`config.mk`:
```
export PLATFORM = sky130hd
export DESIGN_NAME = icache_line_fill
export DESIGN_NICKNAME = d
export VERILOG_FILES = /design/src/rtl/icache_line_fill.sv
export SDC_FILE = /design/constraint.sdc
export NUM_CORES = 1
export LEC_CHECK = 0
export ABC_AREA = 1
export CORE_MARGIN = 10
export CORE_UTILIZATION = 42
export CTS_CLUSTER_DIAMETER = 30
export DETAILED_ROUTE_END_ITERATION = 8
export PLACE_DENSITY = 0.8
export SYNTH_ARGS = -nofsm -noshare
export SYNTH_HDL_FRONTEND = slang
export SYNTH_SLANG_ARGS = --single-unit
```
`constraint.sdc`:
```
create_clock -name clk -period 1.7 [get_ports clk]
set_input_delay 0.255 -clock clk [delete_from_list [all_inputs] [get_ports clk]]
set_output_delay 0.255 -clock clk [all_outputs]
set_load 0.02 [all_outputs]
```
`src/rtl/icache_line_fill.sv`:
```
// Instruction-cache line fill: on a miss, reads four 32-bit beats and presents one 128-bit line.
// Miss-to-valid is 5 cycles with zero-wait memory, plus 1 per stall; mem_req holds until mem_ack.
module icache_line_fill #(
  parameter int BEATS  = 4,
  parameter int ADDR_W = 32
) (
  input  logic              clk,
  input  logic              rstn,
  input  logic              imiss,
  input  logic [ADDR_W-1:0] imiss_addr,
  input  logic              iflush,
  output logic              mem_req,
  output logic [ADDR_W-1:0] mem_addr,
  input  logic              mem_ack,
  input  logic [31:0]       mem_rdata,
  output logic [127:0]      oline,
  output logic [ADDR_W-1:0] oline_addr,
  output logic              oline_valid,
  output logic              obusy
);

  typedef enum logic [1:0] {IDLE, FILL, DONE} state_t;

  state_t     state, state_nxt;
  logic [1:0] beat;
  logic       squash;
  logic       last_ack;
  logic       unused_addr_bits;

  // The byte offset within the line never reaches memory.
  assign unused_addr_bits = ^imiss_addr[3:0];
  assign last_ack         = mem_ack && (beat == 2'(BEATS-1));

  always_ff @(posedge clk) begin
    if (rstn) state <= IDLE;
    else      state <= state_nxt;
  end

  always_comb begin
    state_nxt   = state;
    oline_valid = 1'b0;
    obusy       = 1'b1;
    case (state)
      IDLE: begin
        obusy = 1'b0;
        if (imiss) state_nxt = FILL;
      end
      FILL: begin
        if (last_ack) state_nxt = DONE;
      end
      DONE: begin
        // A redirect arriving in the presentation cycle still kills the line.
        oline_valid = ~squash & ~iflush;
        state_nxt   = IDLE;
      end
      default: state_nxt = IDLE;
    endcase
  end

  always_ff @(posedge clk) begin
    if (rstn) begin
      beat       <= 2'd0;
      squash     <= 1'b0;
      mem_req    <= 1'b0;
      mem_addr   <= '0;
      oline      <= '0;
      oline_addr <= '0;
    end else begin
      case (state)
        IDLE: begin
          if (imiss) begin
            oline_addr <= {imiss_addr[ADDR_W-1:4], 4'b0000};
            mem_addr   <= {imiss_addr[ADDR_W-1:4], 4'b0000};
            mem_req    <= 1'b1;
            beat       <= 2'd0;
            squash     <= 1'b0;
          end
        end
        FILL: begin
          // Memory cannot cancel, so a flush only marks the line for discard.
          if (iflush) squash <= 1'b1;
          if (mem_ack) begin
            oline[32*beat +: 32] <= mem_rdata;
            if (last_ack) begin
              mem_req <= 1'b0;
            end else begin
              beat     <= beat + 2'd1;
              mem_addr <= {oline_addr[ADDR_W-1:4], beat + 2'd1, 2'b00};
            end
          end
        end
        default: ;
      endcase
    end
  end

endmodule

```
==> results of run 1 <==
[area by class of cell]
cell class	instances	area [um^2]	area share [%]
Clock inverter	13	175.2	1.482
Tap cell	234	292.8	2.476
Multi-Input combinational cell	777	3521	29.78
Clock buffer	19	442.9	3.746
Timing Repair inverter	3	22.52	0.1905
Inverter	89	354.1	2.995
Timing Repair Buffer	304	3204	27.10
Sequential cell	190	3810	32.23
[cells in the mapped netlist (all sizes together)]
library cell	number	share of area, %
nand4	21	1.6
nor2	149	7.2
o21ai	102	6.3
inv	88	4.1
nand2	272	13
conb	1	0.047
buf	46	3.4
a21oi	142	8.8
nor3	14	0.87
nor4	1	0.078
ha	5	0.78
clkinv	1	0.047
nand3	46	2.9
or2	19	1.5
dfxtp	190	47
clkbuf	46	2.1
[power by group through the flow]
stage / Combinational (mW) / Sequential, mW / Clock (mW)
2_1_floorplan: 0.687 / 5.02 / 0
3_3_place_gp: 1.65 / 4.81 / 0
3_5_place_dp: 1.67 / 4.82 / 0
4_1_cts: 1.68 / 4.72 / 4.31
5_1_grt: 1.82 / 4.74 / 4.48
6_report: 1.68 / 4.72 / 4.24
[how the worst max path moves through the flow]
stage / to / slack, ns / cells past startpoint
after floorplan: oline[65] / 0.01 / 11
after global placement: oline_valid / -0.1 / 3
after detailed placement: oline[68] / -0.17 / 6
after CTS: oline[113] / 0.0003 / 1
after global routing: oline[45] / -0.005 / 9
final: oline[73] / 0.03 / 1
[cells by family (layout without fill, tap and decap cells)]
| family | count (synthesis) | count (layout) | share of synthesized area (%) |
|---|---|---|---|
| simple gates | 522 | 522 | 26.98 |
| compound gates | 244 | 244 | 15.19 |
| flops | 190 | 190 | 47.31 |
| buf+inv | 181 | 428 | 9.695 |
| fa+ha+maj | 5 | 5 | 0.7781 |
| other cells | 1 | 6 | 0.04664 |
[sequential cells by signal, indices dropped and copies added (netlist names)]
name and cells:
beat 1, mem_addr 29, mem_req 1, oline 128, oline_addr 28, squash 1
state 2
[metrics by stage]
stage | setup WS [ns] | setup TNS [ns] | utilization, %
4_1_cts | 0.0003052 | 0 | 61.77
6_report | 0.02643 | 0 | 62.99
3_5_place_dp | -0.1664 | -5.796 | 58.51
5_1_grt | -0.004518 | -0.01186 | 62.99
2_1_floorplan | 0.01327 | 0 | -
3_3_place_gp | -0.09636 | -1.876 | 58.51
[per-layer routing]
layer / track usage, % / part of all wire (%)
met1: 24.06 / 39
met2: 36.52 / 47
met3: 10.17 / 11
met4: 6.661 / 2.4
met5: 0 / 0
[what timing repair did]
item                                    CTS  global route
setup buffers                             0             1
hold buffers                              0             0
gates cloned                              0             3
endpoints found under the setup margin   12           121
resized for setup                        16            80
pin swaps                                 0             1
==> out/metrics.cfg, run 1 <==
[power_and_ir_drop]
p_leak_nw=5.592
combPwrFrac_pct=15.8
p_clk_share_pct=39.8
p_seq_share_pct=44.4
power.density_nw_per_um2=899.2
p_int_mw=7.702
finalPower_mw=10.63
vdd_ir_drop_max_mv=0.7221
switchingPower_mw=2.928
p_sw_share_pct=27.54

[routing]
detail_route.first_pass.iterations=5
wl_per_cell_um=17.45
vias=8274
drc=0
vias_per_cell=5.079
ant_nets=0
wl_mm=28.42
initialDrtViolationCount=503

[worst_setup_path]
worst-path-max-fanout=2
cp_data_required_time_ns=1.44
r2r_setup_slack_ns=0.08
cp-end-kind=primary output
crit_family=buffers and inverters
arrival_ns=1.42
r2r-start=beat[0]
worstSetupStartpointType=flip-flop
critical_path.startpoint=oline[73]
worstPathCellList=clkdlybuf4s50_1
rr_worst_depth=9
worstSetupPathType=flip-flop to primary output
cp_num_buf_inv=1
slowest_stage=clkdlybuf4s50_1
reg2reg_to=oline[66]
critPathMaxStageDelay_ns=0.65

[synth]
ys_seq_area_share_pct=47.31
netlist_area_um2=8040
synth_seq_cells=190
synth.distinct_cells=24
yosys_warnings=0
syn_inst=1143
post_synth.cell_area_avg_um2=7.034

[timing]
finalCritPeriodShare_pct=98.45
whs_ns=0.3275
fmax_mhz=597.5
hold_viol_final=0
finalSetupViolCount=0
skew_ns=0.007162
slew_viol_final=0
min_period_ns=1.674

[outcome]
status=completed

[clock_network]
root_buffer=clkbuf_16
cts_tree=done
clock_latency_ns=0.43
htree_num_levels=4
cts.path.max_buffers=2
cts-buffers-inserted=17
clk_pin_slew_ns=0.07
numClockSinks=190

[job]
maxCapViolCount=0

[place]
placed_cell_area_um2=10980
io_buffers=253
dp_cells=1593
dpl.hpwl_mm=20.25
routabilityCongestion=0.8701

[min_path]
holdPathEnd=oline[84]
hp-start=rstn
min_path_cells=4
hold_path_class=input port to flip-flop

[global_routing]
grt_pass1_vias=7819
grt_start_max_net_pins=96
grt_usage_pct=21.79
antenna_found_initial=0
grt_pass1_wl_mm=42.94
gr-total-overflow=0

[final_layout]
layout_common_cells=267 x nand2_1, 187 x dfxtp_1, 184 x clkdlybuf4s50_1, 142 x a21oi_1, 141 x nor2_1
finalInstanceArea_um2=11820
fill_cells=1644
layout_commonest_cell=nand2_1
drive_above_1_share_pct=9.677
syn_to_final_growth_pct=47.04
nNetsFinal=1456
antenna_cells=0
final_cells=1629

[floorplan]
ios=264
core_area_um2=18770
die_h_um=158.4
start_util_pct=42.84
die_w_um=158.4
dieArea_um2=25080
num_rows=50

No activity file was read; power rests on OpenSTA's default activity.
==> inputs of run 2 (changes only) <==
--- a/config.mk
+++ b/config.mk
@@ -10,6 +10,7 @@
 export CORE_UTILIZATION = 42
 export CTS_CLUSTER_DIAMETER = 30
 export DETAILED_ROUTE_END_ITERATION = 8
+export GPL_ROUTABILITY_DRIVEN = 0
 export PLACE_DENSITY = 0.8
 export SYNTH_ARGS = -nofsm -noshare
 export SYNTH_HDL_FRONTEND = slang
==> results of run 2 <==
Final layout, timing and power as in run 1 (identical DEF).
